<file path="config.mk">
export PLATFORM = sky130hd
export DESIGN_NAME = icache_ctrl
export DESIGN_NICKNAME = d
export VERILOG_FILES = /design/src/rtl/icache_pkg.sv /design/src/rtl/icache_array.sv /design/src/rtl/icache_ctrl.sv
export SDC_FILE = /design/constraint.sdc
export NUM_CORES = 1
export LEC_CHECK = 0
export ABC_AREA = 1
export CORE_MARGIN = 5
export CORE_UTILIZATION = 34
export CTS_CLUSTER_DIAMETER = 200
export CTS_CLUSTER_SIZE = 14
export DETAILED_ROUTE_END_ITERATION = 7
export MAX_ROUTING_LAYER = met4
export PLACE_DENSITY_LB_ADDON = 0.1
export SYNTH_ARGS = -nofsm -noshare
export SYNTH_HDL_FRONTEND = slang
export SYNTH_HIERARCHICAL = 1
export SYNTH_SLANG_ARGS = --single-unit
</file>
<file path="constraint.sdc">
create_clock -name clk -period 5.8 [get_ports clk]
set_clock_uncertainty 0.15 [all_clocks]
set_input_delay 1.74 -clock clk [delete_from_list [all_inputs] [get_ports clk]]
set_output_delay 1.74 -clock clk [all_outputs]
set_load 0.01 [all_outputs]
</file>
<file path="src/rtl/icache_pkg.sv">
// Shared definitions for the direct-mapped instruction cache.
//   state_t     : controller FSM states
//   WORD_WIDTH  : width of one cached instruction word
//   addr_index  : line index of a byte address (addr[index_bits+1:2])
//   addr_tag    : tag of a byte address (addr[31:index_bits+2])
package icache_pkg;

  localparam int unsigned WORD_WIDTH = 32;

  typedef enum logic [2:0] {
    IDLE,
    LOOKUP,
    MEM_START,
    MEM_WAIT,
    RESPOND
  } state_t;

  // Both helpers return a full-width value; callers size-cast to their field width.
  function automatic logic [31:0] addr_index(input logic [31:0] addr,
                                             input int unsigned index_bits);
    return (addr >> 2) & ((32'd1 << index_bits) - 32'd1);
  endfunction

  function automatic logic [31:0] addr_tag(input logic [31:0] addr,
                                           input int unsigned index_bits);
    return addr >> (index_bits + 2);
  endfunction

endpackage

</file>
<file path="src/rtl/icache_array.sv">
// Tag, data and valid storage for the instruction cache.
//   clk, reset   : clock, asynchronous active-low reset (valid bits only)
//   flush        : clears every valid bit at the next edge; beats a write
//   rd_*         : combinational read port addressed by rd_index
//   wr_*         : synchronous write port; a write also sets the line valid
module icache_array
  import icache_pkg::*;
#(
  parameter int unsigned LINES      = 16,
  parameter int unsigned INDEX_BITS = $clog2(LINES),
  parameter int unsigned TAG_BITS   = 30 - INDEX_BITS
) (
  input  logic                  clk,
  input  logic                  reset,
  input  logic                  flush,
  input  logic [INDEX_BITS-1:0] rd_index,
  output logic                  rd_valid,
  output logic [TAG_BITS-1:0]   rd_tag,
  output logic [WORD_WIDTH-1:0] rd_data,
  input  logic                  wr_en,
  input  logic [INDEX_BITS-1:0] wr_index,
  input  logic [TAG_BITS-1:0]   wr_tag,
  input  logic [WORD_WIDTH-1:0] wr_data
);

  logic [LINES-1:0]      valid;
  logic [TAG_BITS-1:0]   tags [LINES];
  logic [WORD_WIDTH-1:0] data [LINES];

  always_ff @(posedge clk or negedge reset) begin
    if (!reset) begin
      valid <= '0;
    end else if (flush) begin
      valid <= '0;
    end else if (wr_en) begin
      valid[wr_index] <= 1'b1;
    end
  end

  always_ff @(posedge clk) begin
    if (wr_en) begin
      tags[wr_index] <= wr_tag;
      data[wr_index] <= wr_data;
    end
  end

  assign rd_valid = valid[rd_index];
  assign rd_tag   = tags[rd_index];
  assign rd_data  = data[rd_index];

endmodule

</file>
<file path="src/rtl/icache_ctrl.sv">
// Direct-mapped read-only instruction cache controller.
//   clk, reset          : clock, asynchronous active-low reset
//   fetch_req/address   : request from fetch stage, taken only while fetch_ready
//   fetch_ready         : high only in IDLE
//   fetch_valid         : one-cycle pulse with fetch_instruction
//   flush               : invalidate all lines at the next edge
//   memory_*            : SLOW_MEMORY read handshake (start pulse, rdy/data back)
//   memory_write_enable : tied low, the cache never writes memory
// Hit: request edge to fetch_valid is 2 clocks. Miss: memory latency + 3.
module icache_ctrl
  import icache_pkg::*;
#(
  parameter int unsigned LINES      = 16,
  parameter int unsigned INDEX_BITS = $clog2(LINES),
  parameter int unsigned TAG_BITS   = 30 - INDEX_BITS
) (
  input  logic                  clk,
  input  logic                  reset,
  input  logic                  fetch_req,
  input  logic [31:0]           fetch_address,
  output logic                  fetch_ready,
  output logic                  fetch_valid,
  output logic [WORD_WIDTH-1:0] fetch_instruction,
  input  logic                  flush,
  output logic [31:0]           memory_address,
  output logic                  memory_start,
  input  logic                  memory_rdy,
  input  logic [WORD_WIDTH-1:0] memory_data,
  output logic                  memory_write_enable
);

  state_t state, state_next;

  logic [29:0]           req_word;
  logic                  fill_killed;
  logic [INDEX_BITS-1:0] line_index;
  logic [TAG_BITS-1:0]   line_tag;
  logic                  rd_valid;
  logic [TAG_BITS-1:0]   rd_tag;
  logic [WORD_WIDTH-1:0] rd_data;
  logic                  hit;
  logic                  fill;
  logic                  unused_byte_offset;

  // Byte offset never matters for word fetches.
  assign unused_byte_offset = ^fetch_address[1:0];

  // The registered request doubles as the memory address, so it stays
  // stable from MEM_START through MEM_WAIT and resets to zero.
  assign memory_address      = {req_word, 2'b00};
  assign memory_write_enable = 1'b0;

  assign line_index = INDEX_BITS'(addr_index(memory_address, INDEX_BITS));
  assign line_tag   = TAG_BITS'(addr_tag(memory_address, INDEX_BITS));
  assign hit        = rd_valid && (rd_tag == line_tag);
  assign fill       = (state == MEM_WAIT) && memory_rdy;

  icache_array #(
    .LINES      (LINES),
    .INDEX_BITS (INDEX_BITS),
    .TAG_BITS   (TAG_BITS)
  ) u_array (
    .clk      (clk),
    .reset    (reset),
    .flush    (flush),
    .rd_index (line_index),
    .rd_valid (rd_valid),
    .rd_tag   (rd_tag),
    .rd_data  (rd_data),
    // A flush seen during the miss suppresses the fill entirely; a flush on
    // the rdy edge itself is handled inside the array (clear beats set).
    .wr_en    (fill && !fill_killed),
    .wr_index (line_index),
    .wr_tag   (line_tag),
    .wr_data  (memory_data)
  );

  always_ff @(posedge clk or negedge reset) begin
    if (!reset) begin
      state <= IDLE;
    end else begin
      state <= state_next;
    end
  end

  always_comb begin
    state_next   = state;
    fetch_ready  = 1'b0;
    memory_start = 1'b0;
    case (state)
      IDLE: begin
        fetch_ready = 1'b1;
        if (fetch_req) state_next = LOOKUP;
      end
      LOOKUP:    state_next = hit ? IDLE : MEM_START;
      MEM_START: begin
        memory_start = 1'b1;
        state_next   = MEM_WAIT;
      end
      MEM_WAIT:  if (memory_rdy) state_next = RESPOND;
      RESPOND:   state_next = IDLE;
      default:   state_next = IDLE;
    endcase
  end

  always_ff @(posedge clk or negedge reset) begin
    if (!reset) begin
      req_word          <= '0;
      fill_killed       <= 1'b0;
      fetch_valid       <= 1'b0;
      fetch_instruction <= '0;
    end else begin
      if (state == IDLE && fetch_req) req_word <= fetch_address[31:2];

      if (state == LOOKUP) begin
        fill_killed <= 1'b0;
      end else if (flush && (state == MEM_START || state == MEM_WAIT)) begin
        fill_killed <= 1'b1;
      end

      // Registered valid pulse: lands in IDLE after a hit, in RESPOND after a fill.
      fetch_valid <= (state == LOOKUP && hit) || fill;
      if (state == LOOKUP && hit) begin
        fetch_instruction <= rd_data;
      end else if (fill) begin
        fetch_instruction <= memory_data;
      end
    end
  end

endmodule
</file>
## After elaboration in Yosys (flattened, before gate mapping)

Memories as Yosys holds them, arrays and structs flattened.
Cells that the tools add are included.

- Bits in writable memories: 928
- Memory bits (read-only): 0
- Latch bits: 0
- Memories: 2
- Bits in registers: 83
- Word-level logic and storage cells: 50

Memories:

| memory | depth | width | read ports | clocked after Yosys merged registers in | write ports | line | source |
|---|---|---|---|---|---|---|---|
| u_array.data | 16 | 32 | 1 | 0 | 1 | icache_array.sv:28 | `logic [WORD_WIDTH-1:0] data [LINES];` |
| u_array.tags | 16 | 26 | 1 | 0 | 1 | icache_array.sv:27 | `logic [TAG_BITS-1:0] tags [LINES];` |

- Reduce and logical (&&, ||, !) cells: 15
- Shifts and indexed selects: 0
- Div/mod/pow operators: 0
- Bitwise gates (word level): 1
- Order comparisons: 2
- Muxes and demuxes: 18
- Add/subtract/negate cells: 0
- Eq/ne operators: 6
- Multiply operators: 0

Operators with widths:

| operator | number |
|---|---|
| $mux 32 | 2 |
| $mux 16 | 2 |
| $eq 26x26->1 | 1 |
| $or 16x16->16 | 1 |
| $pmux 3 s4 | 1 |
| $mux 1 | 8 |
| $logic_and 1x1->1 | 7 |
| $eq 3x2->1 const B | 2 |
| $mux 3 | 2 |
| $reduce_bool 2->1 | 3 |
| $lt 4x5->1 const B | 1 |
| $bmux 1 s4 | 1 |
| $demux 1 s4 | 1 |
| $ge 4x1->1 const B | 1 |
| $ne 2x2->1 const B | 2 |
| $eq 3x1->1 const B | 1 |
| $logic_not 3->1 | 1 |
| $logic_or 1x1->1 | 2 |
| $mux 2 | 1 |
| $reduce_and 2->1 | 1 |
| $logic_not 1->1 | 1 |

## Depth between registers and ports, before layout

Gate-level depths: netlist of run 1.

- Depth after elaboration: 7
- Gate-level depth with buffers: 24
- Gate-level depth less buffers: 19

## Hierarchy

Netlist of run 1, hierarchy kept.

Modules (own cells, without submodules):

| module | sequential area each (um^2) | instances | cells each | area each (um^2) |
|---|---|---|---|---|
| icache_array | 28267.1 | 1 | 3865 | 40372.5 |
| icache_ctrl | 1676.6 | 1 | 544 | 3842.4 |

## Worst setup path before layout of run 1

No wires, ideal clock.

- Kind: in2reg
- Start: in memory_rdy
- End: mem u_array.data[3][0], enable pin
- Stages on the path: 7
- Required time: 5.105 ns
- Slack: -1.372 ns
- Path buffers: 1
- Data arrival time: 6.477 ns
- Path through: nand2_1 -> clkbuf_1 -> nor2_1 -> inv_1 -> nor3_1 -> inv_1 -> nor3_1

- Longest elaborated chain between the ends: 4

Ends and longest elaborated chain:

| item | line | source |
|---|---|---|
| from (decl) | icache_ctrl.sv:27 | `input logic memory_rdy,` |
| $logic_and 1x1->1 | icache_ctrl.sv:56 | `assign fill = (state == MEM_WAIT) && memory_rdy;` |
| $logic_and 1x1->1 | icache_ctrl.sv:72 | `.wr_en (fill && !fill_killed),` |
| $mux 1 | icache_array.sv:41 | `if (wr_en) begin` |
| $mux 1 (implied by the code) | icache_array.sv:43 | `data[wr_index] <= wr_data;` |
| to (decl) | icache_array.sv:28 |  |

No other way between the ends.

## Final worst setup path of run 1

- Start: reg req_word[0]
- End: out memory_address[2]

RTL lines:

| item | line | source |
|---|---|---|
| from (decl) | icache_ctrl.sv:34 | `logic [29:0] req_word;` |
| from (signal assigned) | icache_ctrl.sv:113 | `if (state == IDLE && fetch_req) req_word <= fetch_address[31:2];` |
| to (decl) | icache_ctrl.sv:25 | `output logic [31:0] memory_address,` |

No word-level cell between the ends.

==> results.py, run 1 <==
metrics = {
    "placed_design": {
        "dp_hpwl_um": 66100,
        "finalWeightedCongestion": 0.740,
        "place_area_sq_um": 47600,
        "io_buffers": 131,
        "placement.setup.worst_slack_ns": 0.977,
    },
    "floorplan": {
        "fp.dieW_um": 371,
        "die_y_um": 371,
        "start_util_pct": 34.2,
        "num_io_pins": 137,
        "num_rows": 132,
        "core_area_sq_um": 129000,
        "die_area_sq_um": 137000,
    },
    "pwr": {
        "p_clk_share_pct": 23.3,
        "static_leakage_power_nw": 21.3,
        "power.density_nw_per_um2": 457,
        "seq_power_share_pct": 41.0,
        "finalPower_mw": 22.8,
        "power.net_switching_mw": 8.91,
        "power_frac_comb_pct": 35.7,
        "largest_voltage_drop_on_the_vdd_net_uv": 464,
        "p_int_mw": 13.9,
        "power_switching_share_pct": 39.0,
    },
    "cells_and_area": {
        "synthesis_to_finish_area_growth_pct": 13.0,
        "final_area_sq_um": 50000,
        "drive_gt1_share_pct": 5.45,
        "final_nets": 4556,
        "layout_common_cells": "nand2_1, edfxtp_1, inv_1",
        "most_frequent_standard_cell_in_the_layout_excluding_fill_and_tap_cells": "nand2_1",
    },
    "yosys": {
        "ys_warn_count": 6,
        "synthesis.area_sq_um": 44200,
        "edff_count_synth": 928,
        "synth_cells": 4409,
        "seq_area_frac_synth_pct": 67.7,
        "post_synth_num_cell_types": 24,
        "ys_ff_latch": 1011,
        "post_synth.cell_area_avg_sq_um": 10.0,
        "synthArstFlopShare_pct": 8.21,
        "ys.flop_type": "edfxtp_1",
    },
    "timing": {
        "fmaxAchievable_mhz": 207,
        "report.final.slew_viol_count": 0,
        "max_slew_margin_pct": 33.1,
        "finalHoldWorstSlack_ns": 0.350,
        "post-route-min-period_ns": 4.83,
        "fin_setup_tns_ns": 0,
        "setup_viol": 0,
        "grt_setup_unrepaired": "false",
        "final-hold-violation-count": 0,
        "post-route-worst-setup-slack_ns": 0.972,
        "final.period_utilization_pct": 83.2,
        "worst_slew_pin_slew_ns": 1.00,
    },
    "clocking": {
        "post_cts_repair_timing_setup_buffer_count": 0,
        "cts-root-buf": "clkbuf_16",
        "clk_latency_worst_skew_pair_ns": 0.67,
        "clk_pin_slew_ns": 0.07,
        "ctsResizeCount": 0,
        "max-clock-path-buffers": 3,
        "cts_inserted_buffers": 82,
        "cts.sink_count": 1011,
        "holdBufCountCts": 0,
        "cts_max_level": 3,
        "cts_tree": "yes",
    },
    "routing": {
        "first_pass_iters": 5,
        "drt-wirelength-per-cell_um": 20.1,
        "post-route-drc-count": 0,
        "route.final.wire_length_um": 127000,
        "routed_via_density": 4.63,
        "total_via_count_in_the_routed_design": 29146,
        "drt_iter0_drcs": 2008,
        "drtAntennaViolNets": 0,
    },
    "worst_setup_path": {
        "class_of_the_most_critical_setup_path": "reg -> out",
        "critical_path.max_fanout": 78,
        "cp_data_arrival_time_ns": 2.94,
        "worst-endpoint-required_ns": 3.91,
        "start_kind": "flip-flop",
        "critical_path.endpoint_type": "output pin",
    },
    "global_route": {
        "vias_in_the_first_global_route": 28054,
        "grt_pass1_wl_um": 188000,
        "antenna_found_initial": 3,
        "grt_util_all_layers_pct": 18.8,
        "globalRoute.totalOverflow": 0,
        "pin_count_of_the_biggest_net_entering_global_routing": 169,
    },
    "job": {
        "max_cap_viol_count": 0,
    },
    "run_status": {
        "result_of_the_run": "finished, final reports clean",
    },
    "hold_path": {
        "timing.hold.worst.class": "reg -> reg",
    },
}
-- flip-flops by register name, indices dropped and copies added, names as in the netlist --
signal	count
fill_killed	1
u_array/valid	16
fetch_valid	1
state	3
fetch_instruction	32
req_word	30
u_array/tags	416
u_array/data	512
-- per-layer routing --
layer | track usage (%) | routed length (um) | vias up
met1 | 26.3 | 60700 | 14219
met5 | - | 0 | -
li1 | - | - | 14231
met4 | 3.78 | 2030 | 0
met3 | 2.24 | 5350 | 121
met2 | 29.7 | 58700 | 575
-- through the flow --
stage	cells	utilization [%]
after global routing	6297	38.6
after global placement	6145	36.8
after CTS	6296	38.6
after floorplan	4411	-
after detailed placement	6145	36.8
final	6298	38.6
-- synthesized netlist by cell type, types with 3 or more instances --
master | number | share of area, %
a21oi_1 | 30 | 0.34
buf_1 | 34 | 0.29
buf_2 | 107 | 1.2
buf_4 | 31 | 0.53
buf_6 | 6 | 0.15
clkbuf_1 | 46 | 0.39
clkinv_1 | 3 | 0.025
dfrtp_1 | 83 | 4.7
edfxtp_1 | 928 | 63
inv_1 | 804 | 6.8
inv_2 | 15 | 0.13
mux2_2 | 13 | 0.33
nand2_1 | 1438 | 12
nand2_2 | 18 | 0.25
nand3_1 | 776 | 8.8
nor2_1 | 56 | 0.48
nor3_1 | 5 | 0.057
xnor2_1 | 7 | 0.14
-- area by class of cell --
type / instances / area [sq um]
Antenna cell: 2 / 5.00
Clock buffer: 147 / 2320
Clock inverter: 4 / 42.5
Fill cell: 12530 / 79400
Inverter: 822 / 3140
Multi-Input combinational cell: 2354 / 10100
Sequential cell: 1011 / 30000
Tap cell: 1742 / 2180
Timing Repair Buffer: 216 / 2210
-- path summary, 6_finish.rpt --
kind	slack (ns)	endpoint	cells after the start	from
worst max-delay path	0.97	memory_address[2]	2	req_word[0]
min in group asynchronous	1.10	fetch_instruction[11]	1	reset
worst max register to register	1.19	fetch_instruction[5]	20	req_word[0]
max in group asynchronous	3.28	req_word[12]	2	reset
worst min register to register	0.35	u_array/valid[15]	2	u_array/valid[15]
worst min-delay path	0.35	u_array/valid[15]	2	u_array/valid[15]
-- critical path, cell delays in order, from the launching register on --
cell and delay [ns]:
dfrtp_4 0.78, buf_4 0.79, clkdlybuf4s50_1 0.70
-- cell families (layout without fill, tap and decap cells) --
group	Yosys count	count (layout)	synth area share, %
xor+xnor	9	9	0.178
flops	1011	1011	67.7
buf+inv	1046	1189	9.55
mux	13	13	0.331
compound gates	33	33	0.379
simple gates	2296	2296	21.8
other cells	1	5	0.00848
-- power groups by stage --
stage	registers (mW)	clock network (mW)	logic, mW
6_report	9.36	5.32	8.14
5_1_grt	9.45	5.78	9.11
4_1_cts	9.39	5.52	8.30
3_5_place_dp	9.55	0	8.27
3_3_place_gp	9.55	0	8.28
2_1_floorplan	9.34	0	5.22
Note: power is estimated with default switching activity, not from simulation.
==> run 2: changes to the inputs <==
clock period = 5.05 ns   (was 5.8 ns; I/O delays follow)
==> run 2 against run 1 <==
  * Critical path type unchanged
  * Via count is 0.34% lower
  * Critical endpoint is now memory_address[4]
  * First-iteration DRC count increased by 3.5%
  * Sequential share of layout area decreased by 0.41 points
==> results.py, run 2 (synthesis gave the netlist of run 1 again) <==
metrics = {
    "run_status": {
        "result_of_the_run": "finished, final reports clean",
    },
    "routing": {
        "route.final.wire_length_um": 125000,
        "drt-wirelength-per-cell_um": 19.9,
        "total_via_count_in_the_routed_design": 29048,
        "first_pass_iters": 5,
        "post-route-drc-count": 0,
        "drt_iter0_drcs": 2078,
        "routed_via_density": 4.60,
        "drtAntennaViolNets": 0,
    },
    "clocking": {
        "max-clock-path-buffers": 3,
        "cts.sink_count": 1011,
        "clk_pin_slew_ns": 0.07,
        "post_cts_repair_timing_setup_buffer_count": 0,
        "clk_latency_worst_skew_pair_ns": 0.66,
        "holdBufCountCts": 0,
        "cts_inserted_buffers": 82,
        "cts_max_level": 3,
        "cts_tree": "yes",
        "ctsResizeCount": 0,
        "cts-root-buf": "clkbuf_16",
    },
    "timing": {
        "post-route-worst-setup-slack_ns": 0.978,
        "setup_viol": 0,
        "post-route-min-period_ns": 4.07,
        "finalHoldWorstSlack_ns": 0.354,
        "worst_slew_pin_slew_ns": 1.30,
        "max_slew_margin_pct": 13.6,
        "report.final.slew_viol_count": 0,
        "fin_setup_tns_ns": 0,
        "final.period_utilization_pct": 80.6,
        "fmaxAchievable_mhz": 246,
        "grt_setup_unrepaired": "false",
        "final-hold-violation-count": 0,
    },
    "floorplan": {
        "core_area_sq_um": 129000,
        "num_io_pins": 137,
        "start_util_pct": 34.2,
        "die_y_um": 371,
        "fp.dieW_um": 371,
        "num_rows": 132,
        "die_area_sq_um": 137000,
    },
    "placed_design": {
        "place_inst": 6161,
        "placement.setup.worst_slack_ns": 0.630,
        "io_buffers": 131,
        "dp_hpwl_um": 66500,
        "finalWeightedCongestion": 0.748,
    },
    "global_route": {
        "pin_count_of_the_biggest_net_entering_global_routing": 188,
        "vias_in_the_first_global_route": 27428,
        "antenna_found_initial": 5,
        "globalRoute.totalOverflow": 0,
        "grt_pass1_wl_um": 185000,
        "grt_util_all_layers_pct": 18.6,
    },
    "worst_setup_path": {
        "critical_path.max_fanout": 29,
        "critical_path.endpoint_type": "output pin",
        "cp_data_arrival_time_ns": 2.41,
        "crit_path_max_incr_delay_ns": 0.66,
        "worst_path_cell_trace": "buf_4 > clkdlybuf4s50_1",
        "class_of_the_most_critical_setup_path": "reg -> out",
        "start_kind": "flip-flop",
        "cpMaxStageDelayCell": "clkdlybuf4s50_1",
        "worst-endpoint-required_ns": 3.39,
    },
    "cells_and_area": {
        "final_nets": 4572,
        "largest_reg_flops": 512,
        "most_frequent_standard_cell_in_the_layout_excluding_fill_and_tap_cells": "nand2_1",
        "registers_with_the_most_flip_flops": "u_array/data (512), u_array/tags (416), fetch_instruction (32)",
        "utilization_pct": 38.9,
        "synthesis_to_finish_area_growth_pct": 13.8,
        "layout_common_cells": "nand2_1, edfxtp_1, inv_1",
        "fillerInstances": 12592,
        "fin_cells": 6310,
        "drive_gt1_share_pct": 5.76,
        "registers.top_by_ff_count": "u_array/data",
    },
    "pwr": {
        "power.density_nw_per_um2": 521,
        "largest_voltage_drop_on_the_vdd_net_uv": 452,
        "static_leakage_power_nw": 21.4,
    },
    "job": {
        "max_cap_viol_count": 0,
    },
    "hold_path": {
        "timing.hold.worst.class": "reg -> reg",
    },
}
==> run 2: metal layers <==
metal  vias up  global-route usage [%]  wire length [um]
met1     14069                    26.2             59800
met2       582                    29.1             57700
li1      14270                       -                 -
met3       127                    2.21              5780
met5         -                       -                 0
met4         0                    3.86              2040
==> run 2: final timing paths <==
kind / start / to / slack, ns / cells after the start
worst max-delay path: req_word[2] / memory_address[4] / 0.98 / 2
worst max register to register: req_word[0] / fetch_instruction[26] / 1.15 / 15
max in group asynchronous: reset / req_word[3] / 3.00 / 2
worst min register to register: state[2] / state[0] / 0.35 / 1
worst min-delay path: state[2] / state[0] / 0.35 / 1
min in group asynchronous: reset / fetch_instruction[11] / 0.76 / 1
==> run 2: through the flow <==
step	cell area (sq um)	power [mW]
after floorplan	44200	16.7
after global placement	48000	20.5
after detailed placement	48000	20.5
after CTS	50300	26.6
after global routing	50300	28.0
final	50300	26.2
==> run 2: area by class of cell <==
class,count,area (sq um),area share [%]
clock inverter,4,50.0,0.0995
timing repair buffer,232,2580,5.13
sequential,1011,30000,59.6
inverter,822,3140,6.24
clock buffer,143,2280,4.53
tap,1742,2180,4.33
multi-input combinational,2354,10100,20.1
antenna,2,5.00,0.00995
==> run 2: power breakdown <==
group          total [mW]  internal [mW]  switching, mW
combinational        9.53           2.96           6.57
sequential           10.6           10.0          0.609
clock                6.06           3.07           2.99
==> run 2: critical path, delay by kind of cell (launching register included) <==
kind | cells | cell delay [ns]
buffers and inverters | 2 | 1.18
flip-flops | 1 | 0.56
